[config.mk]
export PLATFORM = sky130hd
export DESIGN_NAME = cmd_proc_rx
export DESIGN_NICKNAME = d
export VERILOG_FILES = /design/src/rtl/cmd_proc_rx.sv
export SDC_FILE = /design/constraint.sdc
export NUM_CORES = 1
export LEC_CHECK = 0
export ABC_AREA = 1
export CAP_MARGIN = 20
export CORE_MARGIN = 5
export CORE_UTILIZATION = 45
export DETAILED_ROUTE_END_ITERATION = 16
export PLACE_DENSITY = 0.7
export SETUP_SLACK_MARGIN = 0.2
export SYNTH_ARGS = -nofsm -noshare
export SYNTH_HDL_FRONTEND = slang
export SYNTH_SLANG_ARGS = --single-unit
[constraint.sdc]
create_clock -name clk -period 2.4 [get_ports clk]
set_clock_uncertainty 0.2 [all_clocks]
set_input_delay 0.72 -clock clk [delete_from_list [all_inputs] [get_ports clk]]
set_output_delay 0.72 -clock clk [all_outputs]
set_load 0.01 [all_outputs]
[src/rtl/cmd_proc_rx.sv]
// Receive-side frame parser for the 16-bit GTX command link.
// Hunts for SOP between comma words, captures the header, streams the payload,
// then validates checksum and EOP before reporting a good frame or an error.
//
// state | meaning
// ------+-------------------------------------------------
// HUNT  | idle, waiting for first SOP word 0x2410
// SOP2  | waiting for second SOP word 0x1984
// SEQ   | capturing sequence number
// OPC   | capturing opcode
// LEN   | capturing length, range-checked against MAX_LEN
// DATA  | streaming payload words
// CSUM  | checksum word, compared when CHKSUM_EN is set
// EOP1  | expecting 0xDBEF
// EOP2  | expecting 0xE67B, commits header on match
module cmd_proc_rx #(
  parameter int MAX_LEN   = 16,
  parameter bit CHKSUM_EN = 1'b0
) (
  input  logic        clk,
  input  logic        rst,
  input  logic [15:0] RX_DATA,
  input  logic [1:0]  RXCTRL,
  output logic [15:0] PLD_DATA,
  output logic        PLD_VALID,
  output logic [7:0]  PLD_INDEX,
  output logic [15:0] FRM_SEQ,
  output logic [15:0] FRM_OPCODE,
  output logic [15:0] FRM_LEN,
  output logic        FRM_DONE,
  output logic        FRM_ERR,
  output logic [2:0]  ERR_CODE
);

  typedef enum logic [3:0] {
    HUNT, SOP2, SEQ, OPC, LEN, DATA, CSUM, EOP1, EOP2
  } state_t;

  localparam logic [15:0] MAX_LEN_W = 16'(MAX_LEN);

  state_t      state_q, state_d;
  logic [15:0] sum_q, sum_d;
  logic [15:0] seq_q, seq_d;
  logic [15:0] opc_q, opc_d;
  logic [15:0] len_q, len_d;
  logic [7:0]  cnt_q, cnt_d;
  logic [15:0] pld_data_q, pld_data_d;
  logic        pld_valid_q, pld_valid_d;
  logic [7:0]  pld_index_q, pld_index_d;
  logic [15:0] frm_seq_q, frm_seq_d;
  logic [15:0] frm_opc_q, frm_opc_d;
  logic [15:0] frm_len_q, frm_len_d;
  logic        done_q, done_d;
  logic        err_q, err_d;
  logic [2:0]  err_code_q, err_code_d;

  logic is_data;
  logic mid_frame;

  assign is_data   = (RXCTRL == 2'b00);
  assign mid_frame = (state_q != HUNT) && (state_q != SOP2);

  // State, shadow and output registers with synchronous reset.
  always_ff @(posedge clk) begin
    if (rst) begin
      state_q     <= HUNT;
      sum_q       <= '0;
      seq_q       <= '0;
      opc_q       <= '0;
      len_q       <= '0;
      cnt_q       <= '0;
      pld_data_q  <= '0;
      pld_valid_q <= 1'b0;
      pld_index_q <= '0;
      frm_seq_q   <= '0;
      frm_opc_q   <= '0;
      frm_len_q   <= '0;
      done_q      <= 1'b0;
      err_q       <= 1'b0;
      err_code_q  <= '0;
    end else begin
      state_q     <= state_d;
      sum_q       <= sum_d;
      seq_q       <= seq_d;
      opc_q       <= opc_d;
      len_q       <= len_d;
      cnt_q       <= cnt_d;
      pld_data_q  <= pld_data_d;
      pld_valid_q <= pld_valid_d;
      pld_index_q <= pld_index_d;
      frm_seq_q   <= frm_seq_d;
      frm_opc_q   <= frm_opc_d;
      frm_len_q   <= frm_len_d;
      done_q      <= done_d;
      err_q       <= err_d;
      err_code_q  <= err_code_d;
    end
  end

  // Next-state and registered-output decode for the current word.
  always_comb begin
    state_d     = state_q;
    sum_d       = sum_q;
    seq_d       = seq_q;
    opc_d       = opc_q;
    len_d       = len_q;
    cnt_d       = cnt_q;
    pld_data_d  = pld_data_q;
    pld_valid_d = 1'b0;
    pld_index_d = pld_index_q;
    frm_seq_d   = frm_seq_q;
    frm_opc_d   = frm_opc_q;
    frm_len_d   = frm_len_q;
    done_d      = 1'b0;
    err_d       = 1'b0;
    err_code_d  = err_code_q;

    // A ctrl word mid-frame outranks every other error cause.
    if (mid_frame && !is_data) begin
      err_d      = 1'b1;
      err_code_d = 3'd1;
      state_d    = HUNT;
    end else begin
      case (state_q)
        HUNT: begin
          if (is_data && RX_DATA == 16'h2410) state_d = SOP2;
        end
        SOP2: begin
          if (is_data && RX_DATA == 16'h1984) begin
            state_d = SEQ;
            sum_d   = '0;
          end else if (!(is_data && RX_DATA == 16'h2410)) begin
            state_d = HUNT;
          end
        end
        SEQ: begin
          seq_d   = RX_DATA;
          sum_d   = sum_q + RX_DATA;
          state_d = OPC;
        end
        OPC: begin
          opc_d   = RX_DATA;
          sum_d   = sum_q + RX_DATA;
          state_d = LEN;
        end
        LEN: begin
          len_d = RX_DATA;
          sum_d = sum_q + RX_DATA;
          cnt_d = '0;
          if (RX_DATA > MAX_LEN_W) begin
            err_d      = 1'b1;
            err_code_d = 3'd2;
            state_d    = HUNT;
          end else if (RX_DATA == 16'h0000) begin
            state_d = CSUM;
          end else begin
            state_d = DATA;
          end
        end
        DATA: begin
          sum_d       = sum_q + RX_DATA;
          pld_data_d  = RX_DATA;
          pld_index_d = cnt_q;
          pld_valid_d = 1'b1;
          cnt_d       = cnt_q + 8'd1;
          if (cnt_q == len_q[7:0] - 8'd1) state_d = CSUM;
        end
        CSUM: begin
          if (CHKSUM_EN && RX_DATA != sum_q) begin
            err_d      = 1'b1;
            err_code_d = 3'd3;
            state_d    = HUNT;
          end else begin
            state_d = EOP1;
          end
        end
        EOP1: begin
          if (RX_DATA == 16'hDBEF) begin
            state_d = EOP2;
          end else begin
            err_d      = 1'b1;
            err_code_d = 3'd4;
            state_d    = HUNT;
          end
        end
        EOP2: begin
          state_d = HUNT;
          if (RX_DATA == 16'hE67B) begin
            frm_seq_d = seq_q;
            frm_opc_d = opc_q;
            frm_len_d = len_q;
            done_d    = 1'b1;
          end else begin
            err_d      = 1'b1;
            err_code_d = 3'd4;
          end
        end
        default: state_d = HUNT;
      endcase
    end
  end

  assign PLD_DATA   = pld_data_q;
  assign PLD_VALID  = pld_valid_q;
  assign PLD_INDEX  = pld_index_q;
  assign FRM_SEQ    = frm_seq_q;
  assign FRM_OPCODE = frm_opc_q;
  assign FRM_LEN    = frm_len_q;
  assign FRM_DONE   = done_q;
  assign FRM_ERR    = err_q;
  assign ERR_CODE   = err_code_q;

endmodule

* Word-level counts from Yosys, hierarchy flattened
Cells that the tools add are included.
** Storage, ports and cells
- Register bits :: 138
- Input bits :: 20
- Output and inout bits :: 78
- Word-level logic and storage cells :: 87
** Operators by class
- Equal/unequal tests :: 23
- Bitwise gates (word level) :: 2
- Add/subtract/negate cells :: 2
- Reduce and logical (&&, ||, !) cells :: 23
- $lt $le $gt $ge :: 1
- Multiplexer cells :: 21
** Operators by type and width (count)
- equality test 16 bit (second input constant) :: 2
- one-hot mux 4 bit (8 select lines) :: 1
- two-way mux 4 bit :: 5
- equality test 16 x 13 -> 1 bit (second input constant) :: 1
- equality test 16 x 14 -> 1 bit (second input constant) :: 1
- equality test 4 x 3 -> 1 bit (second input constant) :: 4
- > comparator 16 x 5 -> 1 bit (second input constant) :: 1
- zero test 16 bit :: 1
- one-hot mux 8 bit (2 select lines) :: 1
- two-way mux 3 bit :: 4
- != test 3 bit (second input constant) :: 4
- != test 2 bit (second input constant) :: 5
- AND reduction 2 bit :: 5
- one-hot mux 3 bit (3 select lines) :: 1
- adder 8 x 1 -> 8 bit (second input constant) :: 1
- equality test 4 x 2 -> 1 bit (second input constant) :: 2
- equality test 8 bit :: 1
- AND reduction 4 bit :: 2
- nonzero test 4 bit :: 2
- subtractor 8 x 1 -> 8 bit (second input constant) :: 1
- two-way mux 1 bit :: 7
- AND reduction 3 bit :: 2
- equality test 4 x 1 -> 1 bit (second input constant) :: 1
- equality test 4 bit (second input constant) :: 1
- other kinds (12) :: 16

* Depth between registers and ports, before layout
Gate-level depths: netlist of run 1.
- Word-level depth :: 5
- Gate-level depth with buffers :: 14
- Depth with buffers taken out :: 14

* Worst setup path after synthesis of run 1
No wires, ideal clock.
- Path kind :: input port to flip-flop
- Start point :: input RX_DATA[12]
- End point :: register frm_seq_q[1] (netlist: FRM_SEQ[1])
- Path buffers :: 2
- Cell stages on the path :: 7
- Arrival time :: 1.694 ns
- Setup slack :: 0.436 ns
- Data required time :: 2.130 ns
- Setup time :: 0.070 ns
- Cells stage by stage :: inv_1 nand4_1 nor2_1 nand4_4 buf_4 buf_6 a21oi_1
** On the way
- Cells in the longest elaborated chain, start to end :: 2
** Ends and longest elaborated chain
- from (decl) :: line 22 : input logic [15:0] RX_DATA,
- equality test 16 bit :: line 188 : if (RX_DATA == 16'hE67B) begin
- AND reduction 3 bit (no source line)
- to (signal assigned) :: line 91 : frm_seq_q <= frm_seq_d;
- to (decl) :: line 50 : logic [15:0] frm_seq_q, frm_seq_d;
Every way passes these cells.
A chain may end at the register's enable or synchronous reset.

* Worst setup path after layout of run 1
- Start point :: input RXCTRL[1]
- End point :: register frm_seq_q[5] (netlist: FRM_SEQ[5])
** On the way
- Cells in the longest elaborated chain, start to end :: 5
** Ends and longest elaborated chain
- from (decl) :: line 23 : input logic [1:0] RXCTRL,
- zero test 2 bit :: line 60 : assign is_data = (RXCTRL == 2'b00);
- zero test 1 bit :: line 119 : if (mid_frame && !is_data) begin
- logical AND 1 bit :: line 119
- NOT 1 bit (no source line)
- AND reduction 3 bit (no source line)
Every way passes these cells.

==> results of run 1 <==
## cell type report
cell class / count / area [µm²] / area share [%]
Sequential cell: 138 / 2763 / 35.01
Clock buffer: 17 / 425.4 / 5.392
Inverter: 95 / 356.6 / 4.520
Multi-Input combinational cell: 461 / 2323 / 29.45
Clock inverter: 15 / 246.5 / 3.124
Tap cell: 168 / 210.2 / 2.664
Timing Repair Buffer: 176 / 1565 / 19.84
## per-layer routing
metal / routed length, µm / global-route usage [%] / vias up
met2: 7818 / 37.24 / 177
met4: 353 / 9.034 / 0
met5: 0 / 0 / -
met1: 7137 / 30.05 / 2526
met3: 964 / 4.689 / 28
li1: - / - / 2729
## flip-flops by register name, indices dropped and copies added (netlist names)
register	count
FRM_LEN	16
FRM_OPCODE	16
FRM_SEQ	16
PLD_DATA	16
len_q	16
opc_q	16
seq_q	16
PLD_INDEX	8
cnt_q	8
state_q	4
ERR_CODE	3
FRM_DONE	1
FRM_ERR	1
PLD_VALID	1
## worst max-delay path, stage by stage
cell and delay [ns]:
clkdlybuf4s50_1 0.45, nor2_4 0.15, a21oi_4 0.05, inv_2 0.11, nand4_4 0.15, buf_12 0.17
bufbuf_16 0.28, o21ai_1 0.13, a21oi_1 0.05
## Yosys cell counts
cell type / instances
a21boi_0: 1
a21oi_1: 122
a21oi_4: 1
a41oi_1: 1
buf_2: 14
buf_4: 6
buf_6: 3
clkbuf_1: 17
dfxtp_1: 138
ha_1: 2
inv_1: 87
inv_2: 8
nand2_1: 91
nand2_2: 5
nand3_1: 58
nand4_1: 11
nand4_4: 1
nor2_1: 49
nor2_2: 4
nor2_4: 1
nor3_1: 4
nor3_2: 2
nor3_4: 3
nor4_1: 1
o21a_1: 1
o21ai_0: 79
o21ai_1: 17
xnor2_1: 3
xor2_1: 4
## per-stage QoR
| step | hold slack (ns) | area, µm² | power (mW) |
|---|---|---|---|
| 6_report | 0.2407 | 7890 | 5.445 |
| 5_1_grt | 0.2611 | 7890 | 5.620 |
| 4_1_cts | 0.2424 | 7869 | 5.479 |
| 3_5_place_dp | 0.2361 | 7144 | 2.544 |
| 3_3_place_gp | 0.2311 | 7144 | 2.543 |
| 2_1_floorplan | 0.2369 | 5618 | 2.417 |
## cell families (layout without fill, tap and decap cells)
group / count (synthesis) / count (layout) / share of synthesized area, %
AO/OA/AOI/OAI: 222 / 222 / 20.13
adder cells (fa/ha/maj): 2 / 2 / 0.4454
AND/OR/NAND/NOR: 230 / 230 / 19.02
flip-flops: 138 / 138 / 49.18
buffers and inverters: 135 / 303 / 10.13
XOR/XNOR: 7 / 7 / 1.091
## timing repair
| item | 4_1_cts | 5_1_grt |
|---|---|---|
| endpoints found under the setup margin | 123 | 12 |
| hold endpoints to repair | 0 | 0 |
| pin swaps | 6 | 3 |
| cloned | 3 | 0 |
| hold buffers | 0 | 0 |
| buffers inserted | 6 | 1 |
| resized for setup | 107 | 4 |
## power groups by stage
stage / sequential, mW / combinational [mW] / clock (mW)
finish: 2.29 / 0.206 / 2.95
global route: 2.29 / 0.223 / 3.11
CTS: 2.29 / 0.202 / 2.99
detailed placement: 2.34 / 0.203 / 0
global placement: 2.34 / 0.202 / 0
floorplan: 2.34 / 0.0758 / 0
## path summary, 6_finish.rpt
path / startpoint / to
setup / recovery: RXCTRL[1] / FRM_SEQ[5]
hold / removal: FRM_SEQ[14] / FRM_SEQ[14]
setup reg to reg: len_q[0] / state_q[0]
hold reg to reg: FRM_SEQ[14] / FRM_SEQ[14]
==> results.cfg, run 1 <==
[sta]
layout_setup_ws_ns = 0.2379
fmaxAchievable_ghz = 0.4625
drv_slew = 0
worst_pin_slew_ns = 0.4013
finalSetupViolCount = 0
hold_violations = 0
slew_headroom_pct = 73.24
period_share_pct = 90.09
rsz0062_at_grt = true
setup_tns_ns = 0
period_needed_ns = 2.162

[grt]
grt_max_degree = 94
grt_antenna_before_repair = 0
grt_remaining_overflow = 0
grt_pass1_vias = 5318
grt.total_usage_pct = 22.95
grt_first_pass_wirelength_mm = 26.82

[route]
dr_total_vias = 5460
routed_wl_mm = 16.27
remaining_drc_errors = 0
drtPass1Iterations = 5
drtIter0Drc = 450
viasPerCell = 5.103
final_antenna_net_count = 0
wire_per_inst_um = 15.21

[floorplan]
start_util_pct = 46.38
die_area_um2 = 14820
die_height_um = 121.7
row_count = 40
fp.dieW_um = 121.7
coreArea_um2 = 12110
io_pins = 98

[synth]
syn_area_um2 = 5618
yosysTopAreaCell = dfxtp_1
syn-instance-count = 734
ys_warn_count = 0
synth_nets = 756
syn_area_per_cell_um2 = 7.654
synth_seq_cells = 138
ys_types = 29
synth_area_leaders = dfxtp_1, a21oi_1, o21ai_0
ys_seq_area_share_pct = 49.18
synth_top_cell_area_share_pct = 49.18

[power_and_ir_drop]
seq_power_share_pct = 42.1
switching_power_mw = 1.119
clockPowerShare_pct = 54.1
swShare_pct = 20.56
pwr_density_cell_nw_per_um2 = 690.1
intPower_mw = 4.325
peakVddDrop_v = 0.0003794
power.leakage_nw = 3.542
p_comb_share_pct = 3.8

[place]
dpl.cell_count = 1028
port_buffers = 97
gp_congestion = 0.9392
dp_hpwl_mm = 11.14
post-place-ws_ns = -0.3036

[final_layout]
fin_util_pct = 65.14
syn2layout_area_growth_pct = 40.45
nets = 911
stdcell_count = 1070
fillers = 1060
most-common-layout-cells = dfxtp_1, a21oi_1, dlygate4sd2_1
mostFrequentLayoutCell = dfxtp_1
drive_above_1_share_pct = 16.30
antennaDiodeCount = 0

[setup_path]
worstPathArrival_ns = 2.28
crit_path_max_fanout = 16
endpoint_kind = flop
worst_ep_required_time_ns = 2.51
reg2reg_slack_ns = 0.38
setup.worst_path.start_class = primary input
path_class = in2reg
reg2reg_depth = 13

[clocking]
clock_latency_ns = 0.42
cts_tree = built
cts_sinks = 138
path_clk_slew_ns = 0.06
cts_made_buffers = 17
clock_path_buffers = 2
clockRootBuffer = clkbuf_16
htreeDepth = 4

[worst_hold_path]
min_path_type = reg2reg
holdPathStages = 2

[job]
maxCapViolCount = 0

[outcome]
status = finished, final reports clean
No activity file was read; power rests on OpenSTA's default activity.
==> run 2, diff against run 1 <==
CAP_MARGIN = 15   (was 20)
==> results of run 2 <==
The final DEF is identical to that of run 1; final timing and power are the same.
==> run 3, diff against run 2 <==
CORE_UTILIZATION = 24   (was 45)
PLACE_DENSITY = not set   (was 0.7)
==> run 3 against run 2 <==
Die area grew 79%. Final cell count rose by 14%. First-iteration DRC count is 20% lower. Largest cell class unchanged. Largest power group unchanged.
==> results.cfg, run 3 (synthesized netlist as in run 1, its figures left out) <==
[outcome]
status = finished, final reports clean

[power_and_ir_drop]
power.leakage_nw = 3.613
peakVddDrop_v = 0.0004380
pwr_density_cell_nw_per_um2 = 639.4
total_power_mw = 5.179

[grt]
grt.total_usage_pct = 12.69
grt_remaining_overflow = 0
grt_pass1_vias = 4968
grt_max_degree = 60
grt_first_pass_wirelength_mm = 26.79
grt_antenna_before_repair = 1

[route]
final_antenna_net_count = 0
dr_wl_met2_mm = 8.318
drtPass1Iterations = 6
m1WireLength_mm = 8.088
top_layer_used = met4
wire_per_inst_um = 14.52
dr_total_vias = 5285
drtIter0Drc = 358
viasPerCell = 4.343
routed_wl_mm = 17.67
remaining_drc_errors = 0
route.met3.wl_um = 901

[worst_hold_path]
min_path_type = reg2reg
holdPathStages = 2

[sta]
hold_violations = 0
hold_slack_ns = 0.2402
period_share_pct = 88.42
finalSetupViolCount = 0
drv_slew = 0
period_needed_ns = 2.122
rsz0062_at_grt = false
fmaxAchievable_ghz = 0.4712
slew_headroom_pct = 72.79
worst_pin_slew_ns = 0.4068

[clocking]
htreeDepth = 4
clockRootBuffer = clkbuf_16
clock_path_buffers = 2
path_clk_slew_ns = 0.06
clock_latency_ns = 0.42
cts_made_buffers = 17
cts_tree = built
cts_sinks = 138

[place]
dpl.cell_count = 1176
gp_congestion = 0.9133
placed_area_um2 = 7311
port_buffers = 97
dp_hpwl_mm = 12.62

[floorplan]
coreArea_um2 = 23260
io_pins = 98
fp.dieW_um = 163.0
die_height_um = 163.0
start_util_pct = 24.15
row_count = 56
die_area_um2 = 26570

[final_layout]
drive_above_1_share_pct = 17.06
most-common-layout-cells = dfxtp_1, a21oi_1, nand2_1
stdcell_count = 1217
nets = 906
final_cell_area_um2 = 8100
syn2layout_area_growth_pct = 44.19
fin_util_pct = 34.82
fillers = 2482
mostFrequentLayoutCell = dfxtp_1

[setup_path]
slowest_delay_ns = 0.50
setup.worst_path.start_class = primary input
path_class = in2reg
reg2reg_depth = 13
endpoint_kind = flop
path_depth = 8
cp_top_family = buffers and inverters
slowest_stage = clkdlybuf4s50_1
cp.buffers_inverters = 3
crit_path_max_fanout = 15
worstPathArrival_ns = 2.23
worst_ep_required_time_ns = 2.51
cp_cell_sequence = clkdlybuf4s50_1, nand2_1, nor3_4, nand4_4, buf_12, clkbuf_16, o21ai_0, a21oi_1

[job]
maxCapViolCount = 0
[run 3: changes by cell type in the layout (fill, tap and decap cells not counted), sizes merged]
cell / before / now
clkbuf: 17 / 23
dlygate4sd2: 93 / 77
dlymetal6s2s: 1 / 15
clkinv: 6 / 4
inv: 97 / 101
bufinv: 6 / 2
clkdlybuf4s50: 3 / 5
clkinvlp: 1 / 2
bufbuf: 1 / 0
diode: 0 / 1
buf: 78 / 69
[run 3: what timing repair did]
item / 4_1_cts / 5_1_grt
gates resized for setup: 81 / 47
setup buffers: 0 / 2
hold buffers: 0 / 0
pin swaps: 0 / 8
endpoints found under the setup margin: 84 / 72
gates cloned: 0 / 6
[run 3: worst min-delay path, stage by stage, from the launching register on]
cell and delay, ns:
dfxtp_1 0.31, inv_1 0.04, a21oi_1 0.05
[run 3: metrics by stage]
step	setup WS, ns	setup TNS [ns]
2_1_floorplan	0.4359	0
3_3_place_gp	-0.3469	-17.19
3_5_place_dp	-0.3081	-17.92
4_1_cts	0.1966	0
5_1_grt	0.1929	0
6_report	0.2778	0
[run 3: final timing paths]
| path | from | to | slack, ns |
|---|---|---|---|
| setup / recovery | RX_DATA[9] | FRM_OPCODE[1] | 0.28 |
| hold reg to reg | FRM_OPCODE[8] | FRM_OPCODE[8] | 0.24 |
| hold / removal | FRM_OPCODE[8] | FRM_OPCODE[8] | 0.24 |
| setup reg to reg | len_q[0] | state_q[0] | 0.47 |
[run 3: final cells by class]
type | count | area [µm²] | share of cell area, %
Antenna cell | 1 | 2.502 | 0.03089
Clock buffer | 18 | 439.2 | 5.422
Clock inverter | 14 | 161.4 | 1.993
Inverter | 95 | 356.6 | 4.402
Multi-Input combinational cell | 461 | 2349 | 28.99
Sequential cell | 138 | 2764 | 34.12
Tap cell | 319 | 399.1 | 4.927
Timing Repair Buffer | 171 | 1629 | 20.11
[run 3: metal layers]
layer	vias up	GRT usage, %
met3	29	3.670
met1	2392	16.40
met4	0	4.575
met5	-	0
li1	2736	-
met2	128	20.23
[run 3: power by group]
group	switching (mW)	internal (mW)
Clock	1.09	1.58
Combinational	0.130	0.0880
Sequential	0.000000263	2.29
